[src/rtl/idu_stage.sv]
// Instruction-decode pipeline stage: registers the fetched instruction, PC,
// operands and decoded control bundle between IFU and EXU with a
// valid/ready handshake. An optional one-entry skid buffer breaks the
// combinational out_ready -> in_ready path. Two saturating performance
// counters track EXU stalls and empty-slot cycles.
module idu_stage #(
   parameter int unsigned       XLEN     = 64,
   parameter int unsigned       INST_W   = 32,
   parameter int unsigned       CTRL_W   = 24,
   parameter logic [CTRL_W-1:0] CTRL_RST = 24'h000002,
   parameter bit                SKID     = 1'b1,
   parameter int unsigned       CNT_W    = 32
) (
   input  logic              clk,
   input  logic              rst,
   input  logic              in_valid,
   output logic              in_ready,
   input  logic [INST_W-1:0] in_inst,
   input  logic [XLEN-1:0]   in_pc,
   input  logic [XLEN-1:0]   in_rs1_data,
   input  logic [XLEN-1:0]   in_rs2_data,
   input  logic [CTRL_W-1:0] in_ctrl,
   output logic [4:0]        rs1,
   output logic [4:0]        rs2,
   output logic              out_valid,
   input  logic              out_ready,
   output logic [INST_W-1:0] out_inst,
   output logic [XLEN-1:0]   out_pc,
   output logic [XLEN-1:0]   out_rs1_data,
   output logic [XLEN-1:0]   out_rs2_data,
   output logic [CTRL_W-1:0] out_ctrl,
   input  logic              flush,
   input  logic              perf_clr,
   output logic [CNT_W-1:0]  stall_cnt,
   output logic [CNT_W-1:0]  bubble_cnt
);

   localparam int unsigned     PW      = INST_W + 3 * XLEN + CTRL_W;
   localparam logic [PW-1:0]   PAY_RST = {{(PW - CTRL_W){1'b0}}, CTRL_RST};

   logic [PW-1:0] in_pay;
   logic [PW-1:0] out_pay;
   logic          in_fire;
   logic          out_fire;

   // Register-file read addresses go straight out so operands arrive with the instruction.
   assign rs1 = in_inst[19:15];
   assign rs2 = in_inst[24:20];

   // The whole payload travels as one vector so it can only ever be captured as a unit.
   assign in_pay = {in_inst, in_pc, in_rs1_data, in_rs2_data, in_ctrl};
   assign {out_inst, out_pc, out_rs1_data, out_rs2_data, out_ctrl} = out_pay;

   assign in_fire  = in_valid & in_ready;
   assign out_fire = out_valid & out_ready;

   generate
      if (SKID) begin : g_skid
         logic          skid_valid;
         logic [PW-1:0] skid_pay;

         // in_ready depends only on held state (plus flush/reset), never on out_ready.
         assign in_ready = !skid_valid & !flush & !rst;

         // Output slot refills from the skid entry first to preserve arrival order;
         // a new arrival parks in the skid entry only when the output slot is stalled.
         always_ff @(posedge clk or posedge rst) begin
            if (rst) begin
               out_valid  <= 1'b0;
               out_pay    <= PAY_RST;
               skid_valid <= 1'b0;
               skid_pay   <= '0;
            end else if (flush) begin
               out_valid              <= 1'b0;
               skid_valid             <= 1'b0;
               out_pay[CTRL_W-1:0]    <= CTRL_RST;
            end else if (!out_valid || out_fire) begin
               if (skid_valid) begin
                  out_pay    <= skid_pay;
                  out_valid  <= 1'b1;
                  skid_valid <= 1'b0;
               end else if (in_fire) begin
                  out_pay   <= in_pay;
                  out_valid <= 1'b1;
               end else begin
                  out_valid <= 1'b0;
               end
            end else if (in_fire) begin
               skid_pay   <= in_pay;
               skid_valid <= 1'b1;
            end
         end
      end else begin : g_reg
         // Plain register slice: accept whenever the slot is empty or draining this cycle.
         assign in_ready = (!out_valid | out_ready) & !flush & !rst;

         // Single output register; a load in the same cycle as out_fire replaces the entry.
         always_ff @(posedge clk or posedge rst) begin
            if (rst) begin
               out_valid <= 1'b0;
               out_pay   <= PAY_RST;
            end else if (flush) begin
               out_valid           <= 1'b0;
               out_pay[CTRL_W-1:0] <= CTRL_RST;
            end else if (in_fire) begin
               out_pay   <= in_pay;
               out_valid <= 1'b1;
            end else if (out_fire) begin
               out_valid <= 1'b0;
            end
         end
      end
   endgenerate

   // Saturating stall/bubble counters; perf_clr wins over the increment, flush is ignored.
   always_ff @(posedge clk or posedge rst) begin
      if (rst) begin
         stall_cnt  <= '0;
         bubble_cnt <= '0;
      end else if (perf_clr) begin
         stall_cnt  <= '0;
         bubble_cnt <= '0;
      end else begin
         if (out_valid && !out_ready && (stall_cnt != '1))
            stall_cnt <= stall_cnt + CNT_W'(1);
         if (!out_valid && (bubble_cnt != '1))
            bubble_cnt <= bubble_cnt + CNT_W'(1);
      end
   end

endmodule

[config.mk]
export PLATFORM = sky130hd
export DESIGN_NAME = idu_stage
export DESIGN_NICKNAME = d
export VERILOG_FILES = /design/src/rtl/idu_stage.sv
export SDC_FILE = /design/constraint.sdc
export NUM_CORES = 1
export LEC_CHECK = 0
export BUFFER_PORTS_ARGS = -buffer_cell sky130_fd_sc_hd__clkbuf_2
export CORE_MARGIN = 2
export CORE_UTILIZATION = 48
export DETAILED_ROUTE_END_ITERATION = 8
export PLACE_DENSITY_LB_ADDON = 0.15
export SETUP_SLACK_MARGIN = 0.1
export SLEW_MARGIN = 0
export SYNTH_ARGS = -nofsm -noshare
export SYNTH_HDL_FRONTEND = slang
export SYNTH_SLANG_ARGS = --single-unit
[constraint.sdc]
create_clock -name clk -period 38.4 [get_ports clk]
set_input_delay 1.92 -clock clk [delete_from_list [all_inputs] [get_ports clk]]
set_output_delay 1.92 -clock clk [all_outputs]
set_load 0.02 [all_outputs]
; ---- After elaboration in Yosys (flattened, before gate mapping)
; Index checks and enable logic that the tools add are counted.
[word_totals]
elab_cells = 50
output_inout_bits = 324
input_bits = 254
register_bits = 562
[op_classes]
bitwise_logic = 6
addsub = 2
muxes = 15
reduce_logical = 18
eq_ne = 2
[ops]
columns = cell, count
row1 = 2-to-1 mux 248 bit, 2
row2 = 2-to-1 mux 32 bit, 4
row3 = adder 32 x 1 -> 32 bit (second input constant), 2
row4 = inequality test 32 bit (second input constant), 2
row5 = 2-to-1 mux 24 bit, 2
row6 = nonzero test 2 bit, 4
row7 = 2-to-1 mux 1 bit, 7
row8 = AND reduction 3 bit, 2
row9 = nonzero test 3 bit, 2
row10 = zero test 1 bit, 5
row11 = bitwise AND 1 bit, 4
row12 = logical AND 1 bit, 3
row13 = NOT 1 bit, 2
row14 = AND reduction 2 bit, 1
row15 = logical OR 1 bit, 1

; ---- Depth between registers and ports, before layout
; Gate-level depths: netlist of the first run.
[depth]
word_depth = 8
mapped_depth = 9
depth_no_buf = 6

; ---- Worst setup path before layout of the first run
; Ideal clock, no wire load.
[synth_path]
path_type = input-to-reg
from = input rst
to = register out_pay[240]
path_buffers = 4
slack_ns = 22.011
arrival_time_ns = 16.256
setup_ns = 0.134
cell_stages = 9
t_required_ns = 38.266
path_cell_list = inv_1 -> a21oi_1 -> or3_1 -> clkbuf_1 -> buf_2 -> clkbuf_1 -> clkbuf_1 -> nand2_1 -> o21ai_0
[synth_via]
elab_chain_len = 5
[synth_lines]
columns = element, line_no
row1 = start: declaration, 15  ; input logic rst,
row2 = zero test 1 bit (no line), n/a
row3 = bitwise AND 1 bit, 63  ; assign in_ready = !skid_valid & !flush & !rst;
row4 = bitwise AND 1 bit, 54  ; assign in_fire = in_valid & in_ready;
row5 = nonzero test 2 bit (no line), n/a
row6 = AND reduction 3 bit (no line), n/a
row7 = end signal: assignment, 79  ; out_pay <= skid_pay;
row8 = end signal: assignment, 83  ; out_pay <= in_pay;
row9 = end: declaration, 42  ; logic [PW-1:0] out_pay;
; Every way passes these cells.
; A chain may end at the register's enable or synchronous reset.

; ---- Final worst setup path of the first run
[layout_path]
from = input flush
to = output in_ready
[layout_via]
elab_chain_len = 3
[layout_lines]
columns = element, line_no
row1 = start: declaration, 32  ; input logic flush,
row2 = zero test 1 bit, 63
row3 = bitwise AND 1 bit (2 in a row), 63
row4 = end: declaration, 17  ; output logic in_ready,
; Every way passes these cells.

==> impl_results.md, run 1 <==
- Status: finished clean
- Vias in the first global route: ~18000
- CP Class: in -> out
- Sink Count: between 500 and 600
- Hold Crit Class: reg -> reg
- Post-CTS setup buffers: 0
- Via density: ~5.4
- Final setup violating endpoints: 0
- Ports: just under 600
- Tmin final: ~5 ns
- Die area: ~0.052 mm²
- Clock power share: 37.8%
- Post-placement setup slack: 32.79 ns
- RSZ-0062 raised after global routing: false
- FILL cells: 4221
- Sw power: 0.438 mW
- Total chip power: around 1.6 mW
- Fin. Hold Viols: 0
- Layout area overhead: 22.4%
- Cell taking the most area after synthesis: dfrtp_1
- First-pass GRT wire length: ~100000 µm
- Syn avg cell area: ~12 µm²
- CTS tree: yes
- Grt ovf: 0
- Worst slew margin: under 10%
- Post-Synthesis Cell Area: 0.0242 mm²
- # nets final: between 2000 and 3000
- Req. time, crit path: ~36 ns
- Max-Cap Viols: 0
- Insertion delay of the later-clocked pin in the worst-skew pair: a little over 0.6 ns
- Clock root buffer: clkbuf_16
- Tcrit/Tclk final: a little over an eighth
- Starting Density: 48.4%
- Worst clock skew: ~0.024 ns
- Setup TNS Final: 0 ns
- DRC viols: 0
- Rows: just over 80
- Maximum clock frequency: around 200 MHz
- Post-CTS Hold Buffers: 0
- Die X: between 200 and 250 µm
- Pin slew with the least headroom to its limit: between 1 and 1.5 ns
- Cells after synthesis: 2031
- Main synth FF type: dfrtp_1
- Cells along the critical path: clkbuf_2 -> nor3_1 -> clkbuf_2
- Leak: roughly 14 nW
- Die Y: ~230 µm
- Yosys top cell area share: about three fifths
- Hold wc startpoint: out_pay[203]
- DRT antenna net count: 0
- Library cells used by synthesis: 43
- GRT Total Usage: between 20% and 30%
- Drt initial violations: approximately 860
- Fraction of registers with async set/reset: between 90% and 100%
- Share of cells above drive strength 1: a little under two fifths
- Slew Limit Fails: 0
- Largest net degree at the start of global routing: 150
- Slowest-stage cell, CP: nor3_1
- Worst Setup End Kind: primary output
- Worst IR Drop VDD: approximately 0.040 mV
- CP max stage delay: between 0.5 and 0.6 ns
- Power Internal: approximately 1.1 mW
- Pwr/cell area: approximately 53 mW/mm²
- Core ar.: 0.0500 mm²
- CP dominant cell by count: clkbuf_2
- Reg clk slew, reported paths: 0.06 ns
- Dominant cells by area after synthesis: dfrtp_1, mux2_2, mux2i_1, o21ai_0, nand2_1
- Sequential fraction of the synthesis area: between 50 and 60%
- Port bufs: between 500 and 600
- Post-route insts no fill: ~3300
- Arrival time at the worst endpoint: slightly above 3 ns
- Sequential fraction of design power: 46.4%
- Total Wirelength: between 60000 and 70000 µm
- Resized Gates After CTS: 0
- Via count: ~18000
- Routed WL per cell: slightly below 20 µm
- Inst Count DP: between 3000 and 4000
- DP Wirelength: about 44000 µm
- EDFF count, synth: 0
- Routability cong.: around 0.88
- Yosys reg bits: between 500 and 600
- First-pass DRT Iterations: 5
- CTS H-Tree Depth: 2
- Antenna violations before repair: 15
- CTS buffer count: 58
- CTS Buffer Depth: 3
- Synth warn: 0
- Sw Share: around 28%
- CP startpoint: flush
- Worst setup margin: between 30 and 40 ns
- Syn nets: 2287
- Combinational cell fraction of total power: between 10% and 20%
- Critical path startpoint category: input port
- Crit-path max FO: 29
- Reg-to-reg critical path startpoint: out_valid
[synth_stat cells (3+ instances only)]
cell and count:
or3_1 18, dfrtp_1 561, nor2b_1 11, and4_1 6, buf_2 7, a31oi_1 4, nor3_1 10, nand3_1 26
xnor2_1 5, nand2_1 272, mux2i_1 248, a211oi_1 5, nor4_1 14, mux2_2 258, buf_1 10, or4_1 22
nand2b_1 3, nand4_1 20, nor2_1 33, xor2_1 5, clkbuf_1 117, buf_4 10, inv_1 10, a21oi_1 40
o31ai_1 41, and2_1 4, o21ai_0 242, and3_1 8
[placed cells by master (no fill, tap or decap), types with 9 or more instances in the layout]
cell type and n:
nor2_1 33, clkbuf_16 59, nor2b_1 11, nor3_1 10, nand2_1 272, clkbuf_8 20, nor4_1 14, mux2i_1 248
diode_2 11, clkinv_2 13, or3_1 17, buf_4 15, clkbuf_2 577, nand4_1 20, mux2_2 258, or4_1 22
dfrtp_1 560, a21oi_1 40, inv_1 9, nand3_1 25, o21ai_0 242, o31ai_1 41
[critical path: cells and delay by family]
| family | cells | cell delay, ns |
|---|---|---|
| buffers and inverters | 2 | 0.63 |
| AND/OR/NAND/NOR | 1 | 0.54 |
[through the flow]
step	hold WS, ns	instance area (µm²)	util [%]
after global routing	0.493	29600	59.2
final	0.476	29600	59.2
after global placement	0.461	27500	55.1
after floorplan	0.479	24200	-
after CTS	0.483	29600	59.2
after detailed placement	0.469	27500	55.1
[layer usage]
metal	vias to the layer above	global-route usage [%]	wire (µm)
met5	-	0	60
met4	8	10.6	2540
met3	135	8.02	5000
met2	469	39.8	31000
met1	8719	29.7	25600
li1	8254	-	-
[final cells by class]
type / count / area, µm² / share of cell area, %
Sequential cell: 562 / 14100 / 47.5
Clock buffer: 85 / 1770 / 5.99
Tap cell: 672 / 841 / 2.84
Multi-Input combinational cell: 1315 / 9520 / 32.1
Inverter: 10 / 45.0 / 0.152
Timing Repair Buffer: 594 / 3040 / 10.3
Clock inverter: 22 / 287 / 0.968
Antenna cell: 11 / 27.5 / 0.0930
[power groups by stage]
stage               registers [mW]  logic (mW)  clock network [mW]
floorplan                    0.790      0.0979                   0
global placement             0.737       0.245                   0
detailed placement           0.741       0.252                   0
CTS                          0.732       0.252               0.611
global route                 0.744       0.272               0.635
finish                       0.732       0.248               0.597
[cells by family (layout without fill, tap and decap cells)]
kind of cell | after synthesis | after routing | share of synthesized area [%]
adders and majority gates | 2 | 2 | 0.103
xor gates and xnor gates | 10 | 10 | 0.362
and+or+nand+nor | 456 | 456 | 8.77
muxes | 506 | 506 | 22.3
DFF | 562 | 562 | 58.2
buffers and inverters | 154 | 711 | 2.58
other | 0 | 11 | 0
AOI/OAI and AO/OA | 341 | 341 | 7.72
[flip-flops by register name, indices dropped and copies added (netlist names)]
name               count
bubble_cnt            32
g_skid.skid_pay      248
g_skid.skid_valid      1
out_pay              248
out_valid              1
stall_cnt             32
[worst paths after layout]
path	to	slack, ns	depth (start not counted)
setup / recovery	in_ready	33.39	3
hold / removal	out_pay[203]	0.48	2
setup reg to reg	out_pay[51]	34.30	6
hold reg to reg	out_pay[203]	0.48	2
max in group asynchronous	g_skid.skid_pay[145]	33.84	5
min in group asynchronous	g_skid.skid_pay[18]	1.52	2
Power figures use the tool's default switching activity.
==> run 2: changes to the inputs <==
- clock period: 38.4 -> 4.9 ns (I/O delays scaled with it)
==> impl_results.md, run 2 (synthesized netlist as in run 1, its figures left out) <==
- Routability cong.: 0.890 (+0.86%)
- Crit-path max FO: 94 (+220%)
- Sink Count: 562 (unchanged)
- Worst IR Drop VDD: 0.302 mV (+660%)
- Sw Share: 28.0% (+0.18 points)
- Critical path startpoint category: flop
- Max-Cap Viols: 0 (unchanged)
- Fin. Hold Viols: 0 (unchanged)
- Clock root buffer: clkbuf_16
- DRT antenna net count: 0 (unchanged)
- Die Y: 228 µm (unchanged)
- Regs by FF count: g_skid.skid_pay x248, out_pay x248
- Largest net degree at the start of global routing: 190 (+27%)
- Reg clk slew, reported paths: 0.06 ns (about the same)
- Core ar.: 0.0500 mm² (unchanged)
- Vias in the first global route: 19300 (+7.0%)
- Share of cells above drive strength 1: 33.8% (-3.5 points)
- Worst Setup End Kind: flop
- Commonest non-fill, non-tap cell in the layout: clkbuf_2
- CTS buffer count: 59 (+1.7%)
- Finished Core Util: 64.2% (+5.0 points)
- Antenna violations before repair: 7 (-8)
- Drt initial violations: 1427 (+66%)
- Clock power share: 36.9% (-0.9 points)
- CTS Buffer Depth: 3 (unchanged)
- CTS H-Tree Depth: 2 (unchanged)
- Req. time, crit path: 5.38 ns (-31.10 ns)
- Post-route insts no fill: 3516 (+7.5%)
- DP Wirelength: 43800 µm (-1.6%)
- Die X: 228 µm (unchanged)
- Power Internal: 9.03 mW (+690%)
- GRT Total Usage: 25.1% (+0.74 points)
- Critical path buffer and inverter count: 1 (-1)
- Final Cell Area: 0.0321 mm² (+8.4%)
- First-pass DRT Iterations: 6 (+1)
- Crit-path leading delay family: simple AND/OR/NAND/NOR gates
- Die area: 0.0522 mm² (unchanged)
- Tmin final: between 3 and 4 ns
- Inst Count DP: 3150 (-0.095%)
- CP max stage delay: 0.75 ns (+0.21 ns)
- Port bufs: 577 (unchanged)
- # nets final: 3044 (+8.8%)
- Setup TNS Final: 0 ns (unchanged)
- FILL cells: 3863 (-8.5%)
- Sw power: 3.51 mW (+700%)
- Insertion delay of the later-clocked pin in the worst-skew pair: 0.62 ns (about the same)
- Via density: 5.32 (-0.98%)
- Routed WL per cell: 18.9 µm (-3.9%)
- Resized Gates After CTS: 0 (unchanged)
- Placed Area: 0.0276 mm² (+0.18%)
- Hold Crit Class: in -> reg
- Via count: 18700 (+6.4%)
- Grt ovf: 0 (unchanged)
- Pwr/cell area: 391 mW/mm² (+630%)
- Ports: 578 (unchanged)
- First-pass GRT wire length: 106000 µm (+4.6%)
- Status: finished clean
- Maximum clock frequency: between 300 and 400 MHz
- Pin slew with the least headroom to its limit: 1.29 ns (-0.0977 ns)
- Worst clock skew: 0.0246 ns (+0.000952 ns)
- CP Class: reg -> reg
- Sequential fraction of design power: 45.9% (-0.5 points)
- Total Wirelength: 66300 µm (+3.3%)
- Combinational cell fraction of total power: 17.2% (+1.4 points)
- CTS tree: yes
- Cells along the critical path: nor3_1 -> nand3_4 -> buf_12 -> mux2_2
- Final setup violating endpoints: 0 (unchanged)
- Multi-input gate area: 0.00952 mm² (unchanged)
- Worst slew margin: 13.4% (+6.6 points)
- Tcrit/Tclk final: 61.8%
- RSZ-0062 raised after global routing: false
- DRC viols: 0 (unchanged)
- Leak: 15.1 nW (+7.3%)
- Layout area overhead: 32.8%
- Starting Density: 48.4% (unchanged)
- Most frequent cells in the layout: clkbuf_2, dfrtp_1, nand2_1
- Arrival time at the worst endpoint: 3.51 ns (+0.42 ns)
- Slew Limit Fails: 0 (unchanged)
- Rows: 82 (unchanged)
- Slowest-stage cell, CP: dfrtp_4
- Total chip power: 12.5 mW (+690%)
- FF+latch area: 0.0141 mm² (unchanged)
run 2: path summary, 6_finish.rpt:
kind | from | to | slack [ns] | cells after the start
setup / recovery | g_skid.skid_valid | g_skid.skid_pay[206] | 1.87 | 4
hold / removal | in_valid | g_skid.skid_valid | 0.08 | 3
setup reg to reg | g_skid.skid_valid | g_skid.skid_pay[206] | 1.87 | 4
hold reg to reg | out_pay[69] | out_pay[69] | 0.48 | 2
max in group asynchronous | rst | out_pay[61] | 2.78 | 5
min in group asynchronous | rst | g_skid.skid_valid | 0.56 | 4
run 2: timing repair:
action / in CTS / in global routing
hold buffers: 249 / 0
endpoints found under the setup margin: 0 / 0
setup buffers: 0 / 0
hold endpoints to repair: 494 / 0
run 2: layout make-up:
type | instances | share of cell area [%]
Antenna cell | 6 | 0.0468
Clock buffer | 87 | 5.43
Tap cell | 672 | 2.62
Multi-Input combinational cell | 1315 | 29.6
Timing Repair Buffer | 840 | 17.4
Inverter | 10 | 0.129
Sequential cell | 562 | 43.8
Clock inverter | 24 | 0.897
run 2: metrics by stage:
| step | hold WS [ns] | worst slack, ns |
|---|---|---|
| 2_1_floorplan | 0.396 | -5.56 |
| 3_3_place_gp | 0.462 | 1.97 |
| 3_5_place_dp | 0.470 | 1.95 |
| 4_1_cts | 0.0448 | 1.89 |
| 5_1_grt | 0.109 | 1.79 |
| 6_report | 0.0750 | 1.87 |
run 2: tightest hold or removal path: stages:
cell,delay (ns)
clkbuf_2,0.12
a21oi_1,0.12
nor3_1,0.15
run 2: power groups by stage:
| stage | clock [mW] | sequential [mW] | combinational (mW) |
|---|---|---|---|
| finish | 4.63 | 5.75 | 2.16 |
| global route | 4.94 | 5.84 | 2.35 |
| CTS | 4.73 | 5.75 | 2.17 |
| detailed placement | 0 | 5.82 | 2.00 |
| global placement | 0 | 5.78 | 1.94 |
| floorplan | 0 | 6.19 | 0.824 |
run 2: metal layers:
metal	up-vias	GRT usage [%]	wire length [µm]
li1	8734	-	-
met1	9268	32.0	27100
met2	580	41.4	32000
met3	130	6.86	4810
met4	4	8.80	2310
met5	-	0	22
==> run 3: changes to the inputs <==
- ABC_AREA: unset -> 1
- clock period: 4.9 -> 2.72 ns (I/O delays scaled with it)
==> impl_results.md, run 3 <==
- Status: finished clean
- Reg clk slew, reported paths: 0.06 ns (about the same)
- Reg-to-reg critical path startpoint: g_skid.skid_valid
- Grt ovf: 0 (unchanged)
- CP Class: reg -> reg
- CTS buffer count: 59 (unchanged)
- Sink Count: 562 (unchanged)
- Regs by FF count: g_skid.skid_pay x248, out_pay x248
- Total chip power: 23.3 mW (+86%)
- Vias in the first global route: 22900 (+19%)
- Cells after synthesis: 3382 (+67%)
- Cells along the critical path: nor3_2 -> nand2_1 -> nand2_1 -> nand2_2 -> nor2_8 -> buf_12 -> nand2_1 -> nand2_1
- Req. time, crit path: 3.27 ns (-2.11 ns)
- Antenna violations before repair: 9 (+2)
- Tcrit/Tclk final: 80.7% (+19 points)
- Sequential fraction of the synthesis area: 54.4% (-3.8 points)
- Arrival time at the worst endpoint: 2.75 ns (-0.76 ns)
- FF+latch area: 0.0141 mm² (unchanged)
- Share of cells above drive strength 1: 18.0% (-16 points)
- Leak: 18.1 nW (+20%)
- Largest net degree at the start of global routing: 281 (+48%)
- R2R depth: 8 (+4)
- Crit-path leading delay family: simple AND/OR/NAND/NOR gates
- Sw power: 6.83 mW (+95%)
- CP startpoint: g_skid.skid_valid
- Post-Synthesis Cell Area: 0.0259 mm² (+7.0%)
- Die area: 0.0558 mm² (+6.8%)
- Hold Slack: 0.0604 ns (-0.0146 ns)
- Worst IR Drop VDD: 0.527 mV (+75%)
- First-pass GRT wire length: 124000 µm (+17%)
- Fin. Hold Viols: 0 (unchanged)
- Cell taking the most area after synthesis: dfrtp_1
- CP dominant cell by count: nand2_1
- Inst Count DP: 4516 (+43%)
- FILL cells: 4489 (+16%)
- Port bufs: 577 (unchanged)
- CTS H-Tree Depth: 2 (unchanged)
- Final setup violating endpoints: 0 (unchanged)
- Min-Delay Path Depth: 5 (+2)
- Main synth FF type: dfrtp_1
- Slew Limit Fails: 0 (unchanged)
- Hold wc startpoint: in_valid
- GRT Total Usage: 27.6% (+2.4 points)
- Maximum clock frequency: 455 MHz (+38%)
- First-pass DRT Iterations: 6 (unchanged)
- Library cells used by synthesis: 28 (-35%)
- Clock power share: 37.9% (+1.0 points)
- Most frequent cells in the layout: nand2_1, clkbuf_2, dfrtp_1
- Commonest non-fill, non-tap cell in the layout: nand2_1
- Starting Density: 48.3% (about the same)
- Tmin final: 2.20 ns (-0.831 ns)
- Core ar.: 0.0535 mm² (+7.1%)
- Post-route insts no fill: 4886 (+39%)
- Power Internal: 16.5 mW (+83%)
- Worst Setup End Kind: flop
- Yosys top cell area share: 54.3% (-3.8 points)
- DRC viols: 0 (unchanged)
- Endpoint, Worst Hold: out_valid
- R2r setup slk: 0.52 ns (-1.35 ns)
- Hold Crit Class: in -> reg
- CP max stage delay: 0.53 ns (-0.22 ns)
- DP Wirelength: 51200 µm (+17%)
- Drt initial violations: 1511 (+5.9%)
- Dominant cells by area after synthesis: dfrtp_1, nand2_1, o21ai_0, inv_1, nor2_1
- Sw Share: 29.3% (+1.3 points)
- Most frequent cell after synthesis: nand2_1
- Via count: 24100 (+29%)
- Clock root buffer: clkbuf_16
- Rows: 85 (+3.7%)
- Slowest-stage cell, CP: dfrtp_4
- Pin slew with the least headroom to its limit: 1.33 ns (+0.0443 ns)
- CTS Buffer Depth: 3 (unchanged)
- Layout area overhead: 31.7%
- Fraction of registers with async set/reset: 100% (unchanged)
- Routability cong.: 0.859 (-3.4%)
- CTS tree: yes
- Top cells by count, synth: nand2_1, dfrtp_1, o21ai_0, inv_1, nor2_1
- Routed WL per cell: 15.8 µm (-16%)
- Syn avg cell area: 7.65 µm² (-36%)
- RSZ-0062 raised after global routing: false
- # nets final: 4389 (+44%)
- Pwr/cell area: 685 mW/mm² (+75%)
- Sequential fraction of design power: 44.2% (-1.7 points)
- Ports: 578 (unchanged)
- Combinational cell fraction of total power: 18.0% (+0.8 points)
- Multi-input gate area: 0.00979 mm² (+2.9%)
- Crit-path max FO: 113 (+20%)
- Synth warn: 0 (unchanged)
- EDFF count, synth: 0 (unchanged)
- Critical path buffer and inverter count: 1 (unchanged)
- Max-Cap Viols: 0 (unchanged)
- Yosys reg bits: 562 (unchanged)
- Crit Reg-Reg Endpoint: out_pay[88]
- Worst clock skew: 0.0184 ns (-0.00625 ns)
- Die X: 236 µm (+3.4%)
- Die Y: 236 µm (+3.4%)
- Critical path startpoint category: flop
- Worst slew margin: 11.3% (-2.2 points)
- Post-CTS setup buffers: 0 (unchanged)
- Insertion delay of the later-clocked pin in the worst-skew pair: 0.62 ns (about the same)
- Total Wirelength: 77000 µm (+16%)
- Via density: 4.94 (-7.2%)
- Syn nets: 3638 (+59%)
- DRT antenna net count: 0 (unchanged)
## run 3: cell types whose count changed after synthesis, moves of 47 or more
cell     delta
buf_2      +72
mux2_2    -258
mux2i_1   -248
a21oi_1    +47
nand2_1  +1178
inv_1     +289
o21ai_0   +189
nand3_1    +60
nor2_1    +168
## run 3: power groups by stage
| stage | registers [mW] | clock network, mW | logic, mW |
|---|---|---|---|
| 2_1_floorplan | 11.2 | 0 | 1.39 |
| 3_3_place_gp | 10.4 | 0 | 3.79 |
| 3_5_place_dp | 10.4 | 0 | 3.87 |
| 4_1_cts | 10.3 | 8.97 | 4.19 |
| 5_1_grt | 10.4 | 9.32 | 4.63 |
| 6_report | 10.3 | 8.83 | 4.19 |
## run 3: worst register-to-register path: cells and delay by family, from the launching register on
family | cells | cell delay (ns)
and+or+nand+nor | 7 | 1.23
DFF | 1 | 0.53
buffers and inverters | 1 | 0.38
## run 3: through the flow
step                setup TNS (ns)  setup slack, ns  instance area, µm²  util [%]
floorplan                 -2845.44            -5.07               25900         -
global placement                 0            0.574               29300      54.9
detailed placement               0            0.534               29300      54.9
CTS                              0            0.510               34000      63.6
global route                     0            0.296               34000      63.6
finish                           0            0.524               34100      63.7
## run 3: per-layer routing
| layer | global-route usage [%] | wire [µm] | vias to the layer above | part of all wire (%) |
|---|---|---|---|---|
| met2 | 44.4 | 35700 | 706 | 46 |
| met1 | 36.6 | 33200 | 11300 | 43 |
| li1 | - | - | 12000 | - |
| met4 | 11.4 | 3370 | 6 | 4.4 |
| met5 | 0 | 42 | - | 0.055 |
| met3 | 5.50 | 4710 | 191 | 6.1 |
## run 3: area by class of cell
type | count | share of cell area (%)
Clock inverter | 22 | 0.992
Antenna cell | 8 | 0.0588
Multi-Input combinational cell | 2330 | 28.7
Sequential cell | 562 | 41.3
Clock buffer | 88 | 5.37
Inverter | 302 | 3.38
Timing Repair Buffer | 878 | 17.6
Tap cell | 696 | 2.56
## run 3: repair_timing
item / 4_1_cts / 5_1_grt
resized for setup: 0 / 0
hold buffers: 252 / 0
hold endpoints to repair: 661 / 0
## run 3: cells by family (layout without fill, tap and decap cells)
logic type	count (synthesis)	count (layout)	synth area share [%]
AO/OA/AOI/OAI	541	541	10.6
XOR/XNOR	14	14	0.474
adder cells (fa/ha/maj)	2	2	0.0967
buffers and inverters	490	1290	7.77
flip-flops	562	562	54.4
other	0	8	0
AND/OR/NAND/NOR	1773	1773	26.7
## run 3: how the worst max path moves through the flow
stage                    endpoint  cells after the start
floorplan           bubble_cnt[0]                      1
global placement      out_pay[13]                      8
detailed placement    out_pay[13]                      8
CTS                   out_pay[12]                      8
global route        stall_cnt[23]                     10
finish                out_pay[88]                      8
